===== config.mk =====
export PLATFORM = sky130hd
export DESIGN_NAME = sdr_rom_arbiter
export DESIGN_NICKNAME = d
export VERILOG_FILES = /design/src/rtl/sdr_rom_arbiter.sv
export SDC_FILE = /design/constraint.sdc
export NUM_CORES = 1
export LEC_CHECK = 0
export ABC_AREA = 1
export CAP_MARGIN = 20
export CELL_PAD_IN_SITES_DETAIL_PLACEMENT = 0
export CELL_PAD_IN_SITES_GLOBAL_PLACEMENT = 2
export CORE_ASPECT_RATIO = 1.75
export CORE_MARGIN = 10
export CORE_UTILIZATION = 18
export DETAILED_ROUTE_END_ITERATION = 8
export PLACE_DENSITY_LB_ADDON = 0.1
export SLEW_MARGIN = 20
export SYNTH_ARGS = -nofsm -noshare
export SYNTH_HDL_FRONTEND = slang
export SYNTH_SLANG_ARGS = --single-unit

===== constraint.sdc =====
create_clock -name clk -period 1.7 [get_ports clk]
set_input_delay 0.34 -clock clk [delete_from_list [all_inputs] [get_ports clk]]
set_output_delay 0.34 -clock clk [all_outputs]
set_load 0.02 [all_outputs]

===== src/rtl/sdr_rom_arbiter.sv =====
// Round-robin arbiter sharing one 64-bit SDRAM read port among NUM_PORTS ROM clients.
// Optional macro SDR_ARB_PORT0_PRIORITY_EN: port 0 always wins and does not move the rotation pointer.
module sdr_rom_arbiter #(
   parameter int NUM_PORTS = 4,
   parameter int TIMEOUT   = 255
) (
   input  logic                    clk,
   input  logic                    reset,
   input  logic [NUM_PORTS-1:0]    req,
   input  logic [NUM_PORTS*25-1:0] addr,
   output logic [NUM_PORTS-1:0]    ack,
   output logic [63:0]             rd_data,
   output logic [24:0]             sdr_addr,
   output logic                    sdr_req,
   input  logic [63:0]             sdr_data,
   input  logic                    sdr_rdy,
   output logic                    busy,
   output logic                    timeout_err
);

   localparam int PTR_W = (NUM_PORTS > 1) ? $clog2(NUM_PORTS) : 1;

   typedef enum logic [1:0] {IDLE, ISSUE, WAIT, ACK} state_t;

   state_t                 state_q;
   logic [PTR_W-1:0]       rr_ptr_q;
   logic [PTR_W-1:0]       grant_q;
   logic [7:0]             cnt_q;
   logic [NUM_PORTS-1:0]   ack_q;
   logic [63:0]            rd_data_q;
   logic [24:0]            sdr_addr_q;
   logic                   sdr_req_q;
   logic                   busy_q;
   logic                   timeout_err_q;

   // Only the 8-byte line address matters; the low byte-offset bits are dropped.
   logic [21:0]            port_addr [NUM_PORTS];
   logic [NUM_PORTS-1:0][2:0] addr_lsbs_unused;

   generate
      for (genvar gi = 0; gi < NUM_PORTS; gi++) begin : g_addr
         assign port_addr[gi]        = addr[25*gi+3 +: 22];
         assign addr_lsbs_unused[gi] = addr[25*gi +: 3];
      end
   endgenerate

   logic             grant_valid;
   logic [PTR_W-1:0] grant_sel;
   logic [PTR_W:0]   scan_idx;

   // Scan from farthest to nearest so the nearest requester after rr_ptr wins.
   always_comb begin
      grant_valid = 1'b0;
      grant_sel   = '0;
      scan_idx    = '0;
      for (int k = NUM_PORTS; k >= 1; k--) begin
         scan_idx = {1'b0, rr_ptr_q} + (PTR_W+1)'(k);
         if (scan_idx >= (PTR_W+1)'(NUM_PORTS)) begin
            scan_idx = scan_idx - (PTR_W+1)'(NUM_PORTS);
         end
         if (req[scan_idx[PTR_W-1:0]]) begin
            grant_valid = 1'b1;
            grant_sel   = scan_idx[PTR_W-1:0];
         end
      end
`ifdef SDR_ARB_PORT0_PRIORITY_EN
      if (req[0]) begin
         grant_valid = 1'b1;
         grant_sel   = '0;
      end
`endif
   end

   always_ff @(posedge clk) begin
      if (reset) begin
         state_q       <= IDLE;
         rr_ptr_q      <= PTR_W'(NUM_PORTS-1);
         grant_q       <= '0;
         cnt_q         <= '0;
         ack_q         <= '0;
         rd_data_q     <= '0;
         sdr_addr_q    <= '0;
         sdr_req_q     <= 1'b0;
         busy_q        <= 1'b0;
         timeout_err_q <= 1'b0;
      end else begin
         sdr_req_q <= 1'b0;
         ack_q     <= '0;
         case (state_q)
            IDLE: begin
               if (grant_valid) begin
                  grant_q    <= grant_sel;
                  sdr_addr_q <= {port_addr[grant_sel], 3'b000};
`ifdef SDR_ARB_PORT0_PRIORITY_EN
                  if (grant_sel != '0) begin
                     rr_ptr_q <= grant_sel;
                  end
`else
                  rr_ptr_q   <= grant_sel;
`endif
                  sdr_req_q  <= 1'b1;
                  busy_q     <= 1'b1;
                  state_q    <= ISSUE;
               end
            end
            ISSUE: begin
               cnt_q   <= '0;
               state_q <= WAIT;
            end
            WAIT: begin
               // Completion beats a coincident timeout.
               if (sdr_rdy) begin
                  rd_data_q      <= sdr_data;
                  ack_q[grant_q] <= 1'b1;
                  state_q        <= ACK;
               end else if (cnt_q == 8'(TIMEOUT)) begin
                  timeout_err_q <= 1'b1;
                  sdr_req_q     <= 1'b1;
                  state_q       <= ISSUE;
               end else begin
                  cnt_q <= cnt_q + 8'd1;
               end
            end
            ACK: begin
               busy_q  <= 1'b0;
               state_q <= IDLE;
            end
            default: begin
               busy_q  <= 1'b0;
               state_q <= IDLE;
            end
         endcase
      end
   end

   assign ack         = ack_q;
   assign rd_data     = rd_data_q;
   assign sdr_addr    = sdr_addr_q;
   assign sdr_req     = sdr_req_q;
   assign busy        = busy_q;
   assign timeout_err = timeout_err_q;

endmodule


### Word level (Yosys, flattened, before mapping)

Cells that the tools add are included.

* register bits: 107
* bits in latches: 0
* RAM bits: 0
* word-level logic and storage cells: 90
* ROM bits: 0
* bits of input ports: 171
* memories kept: 0
* output and inout port bits: 96

* shift operators: 0
* div/mod/pow operators: 0
* equal/unequal tests: 8
* multiply operators: 0
* multiplexer cells: 38
* magnitude comparators: 11
* bitwise operators: 3
* $add $sub $neg: 9
* reductions and logical operators: 11

Operators with widths (number)
* $bmux W22 S2: 1
* $mux W22: 2
* $mux W2: 11
* $mux W8: 2
* $pmux W8 S2: 1
* $ge A3 B3 Y1 const B: 5
* $lt A2 B3 Y1 const B: 5
* $mux W1: 13
* $add A8 B1 Y8 const B: 1
* $bmux W1 S2: 4
* $eq A8 B8 Y1 const B: 1
* $pmux W2 S4: 1
* $reduce_and A2 Y1: 4
* $sub A2 B1 Y2 const B: 4
* $add A2 B2 Y3 const B: 2
* $ne A2 B2 Y1 const B: 3
* $reduce_and A3 Y1: 2
* $eq A2 B2 Y1 const B: 2
* $pmux W1 S2: 2
* $reduce_bool A2 Y1: 2
* $add A2 B1 Y3 const B: 1
* $add A2 B3 Y3 const B: 1
* $ne A3 B3 Y1 const B: 1
* $not A2 Y3: 1
* other kinds (7): 8

### Depth between registers and ports, before layout

Gate-level depths: netlist of the first run.

* depth after elaboration: 13
* mapped depth: 16

### Least setup slack after synthesis of the first run

OpenSTA, ideal clock, no wires.

* kind: register -> register
* start: register rr_ptr_q[0]
* end: register sdr_addr_q[10], in the netlist sdr_addr[10]
* path slack: 0.110 ns
* buffers on the path: 2
* arrival: 1.481 ns
* stages on the path, launching flop included: 17
* cell sequence: dfxtp_1 > buf_6 > inv_4 > nand2_1 > nand2_2 > nand2_1 > nand2_1 > inv_2 > nand2_2 > nand2_4 > nand2_4 > buf_6 > nand2_1 > nand3_1 > nand3_1 > nand2_1 > inv_1

* word-level cells in the longest chain between the ends: 13
* elaborated cells between the ends (all ways): 37
* those cells by class: add/sub: 8; order compare: 4; mux: 23; bitwise: 1; reduce/logical: 1

Ends and longest elaborated chain
* from (decl): line 26 `logic [PTR_W-1:0] rr_ptr_q;`
* from (signal assigned): line 77 `rr_ptr_q <= PTR_W'(NUM_PORTS-1);`
* from (signal assigned): line 99 `rr_ptr_q <= grant_sel;`
* $add A2 B3 Y3: line 57 `scan_idx = {1'b0, rr_ptr_q} + (PTR_W+1)'(k);`
* $ge A3 B3 Y1 or $sub A2 B1 Y2 (tied branches): line 58, 59
* $mux W2: line 58 `if (scan_idx >= (PTR_W+1)'(NUM_PORTS)) begin`
* $bmux W1 S2: line 61 `if (req[scan_idx[PTR_W-1:0]]) begin`
* $mux W1 (not written as such): line 61
* $mux W2 (4 in series): line 61
* $not A2 Y3 (not written as such): line 93 `sdr_addr_q <= {port_addr[grant_sel], 3'b000};`
* $bmux W22 S2: line 93
* $mux W22 (not written as such) (2 in series): line 93
* to (signal assigned): line 93
* to (decl): line 31 `logic [24:0] sdr_addr_q;`

Parallel ways exist; a longest one is shown, timed or not. The select of a mux whose other input is x is not followed.
A chain may end at the register's enable or synchronous reset.

### Worst setup path after layout of the first run

* start: register rr_ptr_q[0]
* end: register sdr_addr_q[4], in the netlist sdr_addr[4]

Same word-level chain as after synthesis.

==> flow_metrics.env, run 1 <==
export IMPL_clk_pin_slew_ns=0.08
export IMPL_rows=82
export IMPL_final_core_util_pct=32.1
export IMPL_avgRoutedWirePerCell_um=17.2
export IMPL_dp_hpwl_um=18400
export IMPL_p_int_w=0.00765
export IMPL_cp_end_kind="register"
export IMPL_synth_area_top_cells="dfxtp_1, nor2_1, nand3_1"
export IMPL_pwr_density_cell_nw_per_um2=1480
export IMPL_die_h_um=244
export IMPL_ys_async_sr_fraction_pct=0
export IMPL_cts_max_path_buffers=2
export IMPL_ir_drop_uv=668
export IMPL_synthCells=810
export IMPL_critPathKind="register to register"
export IMPL_p_sw_w=0.00588
export IMPL_ys_seq_elements=107
export IMPL_drt_total_wl_um=25100
export IMPL_layout_drive_gt1_share_pct=13.3
export IMPL_hold_buffers=0
export IMPL_synth_edff_count=0
export IMPL_cts_max_level=3
export IMPL_synthTopCellsByCount="nor2_1, inv_1, nand3_1"
export IMPL_grt_max_degree=45
export IMPL_antenna_found_initial=0
export IMPL_drv_cap=0
export IMPL_ant_nets=0
export IMPL_syn_area_um2=5180
export IMPL_synth_top_area_share_pct=41.3
export IMPL_rsz0062_at_grt="yes"
export IMPL_place_gp_congestion=0.725
export IMPL_dieArea_um2=36200
export IMPL_cts_root_buf="clkbuf_16"
export IMPL_hp_class="register to register"
export IMPL_syn_avg_cell_area_um2=6.40
export IMPL_drc=0
export IMPL_power_total_w=0.0135
export IMPL_num_vias=5871
export IMPL_p_sw_share_pct=43.4
export IMPL_maxSlewViolCount=0
export IMPL_final_nets=1254
export IMPL_status="complete, but fails checks"
export IMPL_cts_tree="done"
export IMPL_numPortBuffers=251
export IMPL_hold_viol_final=0
export IMPL_ys_seq_area_share_pct=41.3
export IMPL_grt_pass1_wl_um=36500
export IMPL_yosysTopAreaCell="dfxtp_1"
export IMPL_clkPwrFrac_pct=17.4
export IMPL_diodes=0
export IMPL_cp_max_fo=8
export IMPL_grt_use_total_pct=13.0
export IMPL_syn_to_final_growth_pct=76.9
export IMPL_fin_crit_sh_pct=103
export IMPL_violations="negative setup slack"
export IMPL_fillCellCount=3272
export IMPL_die_x_um=148
export IMPL_grt_ovfl_total=0
export IMPL_fmax_mhz=571
export IMPL_grt_pass1_vias=6017
export IMPL_yosysMostFrequentCell="nor2_1"
export IMPL_drt_initial_drc_count=147
export IMPL_first_pass_iters=4
export IMPL_arrival_ns=2.02
export IMPL_p_leak_nw=4.99
export IMPL_setup_slack_ns=-0.0501
export IMPL_cp_data_required_time_ns=1.97
export IMPL_via_per_inst=4.01
export IMPL_worstSetupStartpointType="register"
export IMPL_fin_worst_skew_ns=0.00971
export IMPL_ioPinCount=267
export IMPL_post_synth_num_cell_types=25
export IMPL_yosys_warnings=0
export IMPL_clk_insertion_delay_late_ns=0.37
export IMPL_core_um2=28500
export IMPL_cts_sinks=107
export IMPL_min_period_ns=1.75
export IMPL_dominantRegCellSynth="dfxtp_1"
export IMPL_initial_core_util_pct=18.2
export IMPL_finalSetupViolations=26
export IMPL_combPwrFrac_pct=59.4
export IMPL_cts_buffers=9
export IMPL_power_frac_seq_pct=23.2
## layer usage
layer / up-vias / global-route usage [%] / wire length (um)
met1: 2652 / 13.4 / 9690
met3: 14 / 5.23 / 1980
met4: 0 / 3.92 / 320
met2: 180 / 23.5 / 13100
li1: 3025 / - / -
met5: - / 0 / 0
## layout by cell type, fill, tap and decap left out, types with 2 or more instances in the layout
cell,Yosys,final
nor2_1,183,179
clkdlybuf4s50_1,0,157
inv_1,135,133
dfxtp_1,107,105
nand3_1,116,96
nand2_1,107,75
dlygate4sd2_1,0,69
o21ai_0,69,68
buf_4,3,34
nand2_2,4,32
dlymetal6s2s_1,0,25
nand3_2,0,20
a21oi_1,14,14
clkbuf_16,0,14
buf_12,0,13
nor3_1,8,8
inv_2,4,6
buf_6,5,5
inv_8,0,4
nand2_4,2,4
conb_1,1,3
nand2_8,0,2
nor2_4,0,2
nand4_1,2,2
nor2_2,0,2
o211ai_1,2,2
dfxtp_2,0,2
## power groups by stage
stage | clock [W] | sequential, W | combinational (W)
finish | 0.00236 | 0.00313 | 0.00804
global route | 0.00256 | 0.00319 | 0.00882
CTS | 0.00249 | 0.00314 | 0.00692
detailed placement | 0 | 0.00320 | 0.00706
global placement | 0 | 0.00320 | 0.00709
floorplan | 0 | 0.00358 | 0.00358
## cell families after synthesis
family	Yosys count	synth area share (%)
flip-flops	107	41.3
AO/OA/AOI/OAI	88	8.69
adder cells (fa/ha/maj)	1	0.241
other	1	0.0724
XOR/XNOR	1	0.169
buffers and inverters	189	15.0
AND/OR/NAND/NOR	423	34.5
## critical path, stage by stage, from the launching register on
cell and delay (ns):
dfxtp_2 0.33, buf_6 0.12, inv_8 0.06, nand2_2 0.05
nand2_2 0.10, nand2_2 0.07, nand2_2 0.08, nand2_4 0.06
nand2_4 0.09, nand2_8 0.08, nand2_8 0.15, clkbuf_16 0.18
nand2_2 0.05, nand3_2 0.05, nand3_1 0.08, nand2_1 0.07
inv_1 0.03
## flip-flops by register name, summed over array words and instances (netlist names)
name,count
timeout_err,1
grant_q,2
cnt_q,8
sdr_req,1
sdr_addr,22
rr_ptr_q,2
rd_data,64
state_q,2
ack,4
busy,1
## path summary, 6_finish.rpt
check                           depth (start not counted)        start  slack [ns]          end
worst min register to register                          2  timeout_err        0.47  timeout_err
worst max register to register                         16  rr_ptr_q[0]       -0.05  sdr_addr[4]
worst max-delay path                                   16  rr_ptr_q[0]       -0.05  sdr_addr[4]
worst min-delay path                                    2  timeout_err        0.47  timeout_err
## cell type report
cell class / count / area (um2) / share of cell area (%)
clock buffers: 11 / 243 / 2.65
clock inverters: 5 / 68.8 / 0.751
inverters: 140 / 533 / 5.81
multi-input cells: 516 / 2520 / 27.5
flip-flops and latches: 107 / 2140 / 23.4
well taps: 378 / 473 / 5.16
repair buffers: 308 / 3190 / 34.8
## stage by stage
step           cells  setup TNS (ns)  area, um2  hold WS, ns  worst slack (ns)
2_1_floorplan    812               0       5190        0.442             0.110
3_3_place_gp    1441          -22.25       8460        0.444            -0.550
3_5_place_dp    1441          -22.92       8460        0.467            -0.554
4_1_cts         1457           -1.58       8700        0.480           -0.0924
5_1_grt         1465           -4.00       9170        0.513            -0.183
6_report        1465          -0.700       9170        0.468           -0.0501
## what timing repair did
action                                  4_1_cts  5_1_grt
pin swaps                                     1       38
gates cloned                                  0        7
endpoints found under the setup margin       96       62
buffers inserted                              0        1
resized for setup                            74       91
endpoints found under the hold margin         0        0
Note: power is estimated with default switching activity, not from simulation.
==> inputs of run 2 (changes only) <==
--- a/config.mk
+++ b/config.mk
@@ -13,6 +13,7 @@
 export CORE_MARGIN = 10
 export CORE_UTILIZATION = 18
 export DETAILED_ROUTE_END_ITERATION = 8
+export MAX_ROUTING_LAYER = met4
 export PLACE_DENSITY_LB_ADDON = 0.1
 export SLEW_MARGIN = 20
 export SYNTH_ARGS = -nofsm -noshare
==> flow_metrics.env, run 2 (synthesis gave the netlist of run 1 again) <==
export IMPL_final_cells=1465
export IMPL_fillCellCount=3272
export IMPL_drt_initial_drc_count=162
export IMPL_fmax_mhz=564
export IMPL_drv_cap=0
export IMPL_diodes=0
export IMPL_first_pass_iters=4
export IMPL_dieArea_um2=36200
export IMPL_rows=82
export IMPL_numPortBuffers=251
export IMPL_power_total_w=0.0135
export IMPL_grt_ovfl_total=0
export IMPL_drt_total_wl_um=25400
export IMPL_drc=0
export IMPL_clk_insertion_delay_late_ns=0.37
export IMPL_cts_root_buf="clkbuf_16"
export IMPL_place_area_um2=8460
export IMPL_die_h_um=244
export IMPL_finalSetupTns_ns=-1.14
export IMPL_num_vias=5864
export IMPL_hp_class="register to register"
export IMPL_ir_drop_uv=531
export IMPL_cts_max_path_buffers=2
export IMPL_antenna_found_initial=0
export IMPL_initial_core_util_pct=18.2
export IMPL_cts_sinks=107
export IMPL_min_period_ns=1.77
export IMPL_syn_to_final_growth_pct=77.0
export IMPL_arrival_ns=2.04
export IMPL_violations="negative setup slack"
export IMPL_clk_pin_slew_ns=0.08
export IMPL_rsz0062_at_grt="yes"
export IMPL_hold_buffers=0
export IMPL_worstSetupStartpointType="register"
export IMPL_layout_common_cells="nor2_1, clkdlybuf4s50_1, inv_1, dfxtp_1, nand3_1"
export IMPL_finalSetupViolations=26
export IMPL_fin_crit_sh_pct=104
export IMPL_largest_reg_flops=64
export IMPL_final_nets=1254
export IMPL_cts_tree="done"
export IMPL_setup_slack_ns=-0.0719
export IMPL_layout_drive_gt1_share_pct=13.2
export IMPL_grt_pass1_wl_um=36300
export IMPL_die_x_um=148
export IMPL_final_common_cell="nor2_1"
export IMPL_via_per_inst=4.00
export IMPL_ioPinCount=267
export IMPL_grt_max_degree=45
export IMPL_avgRoutedWirePerCell_um=17.3
export IMPL_core_um2=28500
export IMPL_cp_max_fo=10
export IMPL_place_gp_congestion=0.734
export IMPL_dp_cells=1441
export IMPL_dp_hpwl_um=18400
export IMPL_cp_data_required_time_ns=1.97
export IMPL_maxSlewViolCount=0
export IMPL_p_leak_nw=5.00
export IMPL_status="complete, but fails checks"
export IMPL_pwr_density_cell_nw_per_um2=1470
export IMPL_fin_area_um2=9170
export IMPL_cp_end_kind="register"
export IMPL_grt_pass1_vias=6042
export IMPL_hold_viol_final=0
export IMPL_fin_worst_skew_ns=0.0108
export IMPL_ant_nets=0
export IMPL_critPathKind="register to register"
export IMPL_cts_max_level=3
export IMPL_cts_buffers=9
export IMPL_grt_use_total_pct=13.4
-- run 2: cell counts in the layout (fill, tap and decap cells not counted) --
Identical to the previous run, type by type.
-- run 2: worst max-delay path, cell delays in order, from the launching register on --
cell and delay [ns]:
dfxtp_2 0.34, buf_6 0.12, inv_8 0.06, nand2_2 0.05, nand2_2 0.10, nand2_2 0.07
nand2_2 0.08, nand2_4 0.06, nand2_4 0.09, nand2_8 0.09, nand2_8 0.15, clkbuf_16 0.18
nand2_1 0.06, nand3_2 0.06, nand3_1 0.07, nand2_1 0.06, inv_1 0.03
-- run 2: area by class of cell --
| cell class | count | area [um2] | share of cell area (%) |
|---|---|---|---|
| inverters | 140 | 533 | 5.81 |
| multi-input cells | 516 | 2520 | 27.5 |
| repair buffers | 308 | 3190 | 34.8 |
| flip-flops and latches | 107 | 2140 | 23.4 |
| well taps | 378 | 473 | 5.16 |
| clock inverters | 5 | 68.8 | 0.750 |
| clock buffers | 11 | 243 | 2.65 |
-- run 2: power by group --
part           internal (W)  switching, W
sequential          0.00292      0.000215
combinational       0.00351       0.00452
clock               0.00122       0.00114
total               0.00765       0.00588
-- run 2: through the flow --
step                setup WS (ns)  hold WS [ns]  utilization, %
CTS                       -0.0924         0.480            30.5
finish                    -0.0719         0.470            32.2
detailed placement         -0.554         0.467            29.7
global placement           -0.550         0.444            29.7
global route               -0.198         0.513            32.2
floorplan                   0.110         0.442               -
-- run 2: path summary, 6_finish.rpt --
kind                             startpoint     endpoint  slack [ns]  cells after the start
worst max-delay path            rr_ptr_q[0]  sdr_addr[4]       -0.07                     16
worst min register to register  timeout_err  timeout_err        0.47                      2
worst min-delay path            timeout_err  timeout_err        0.47                      2
worst max register to register  rr_ptr_q[0]  sdr_addr[4]       -0.07                     16
-- run 2: repair_timing --
action,in CTS,in global routing
gates cloned,0,7
pin swaps,1,30
gates resized for setup,74,90
buffers inserted,0,1
endpoints found under the setup margin,96,62
-- run 2: per-layer routing --
layer	track usage [%]	part of all wire [%]	up-vias
met5	-	0	-
met4	3.92	1.3	0
met3	4.92	7.7	14
met2	23.4	53	176
met1	13.7	38	2655
li1	-	-	3019
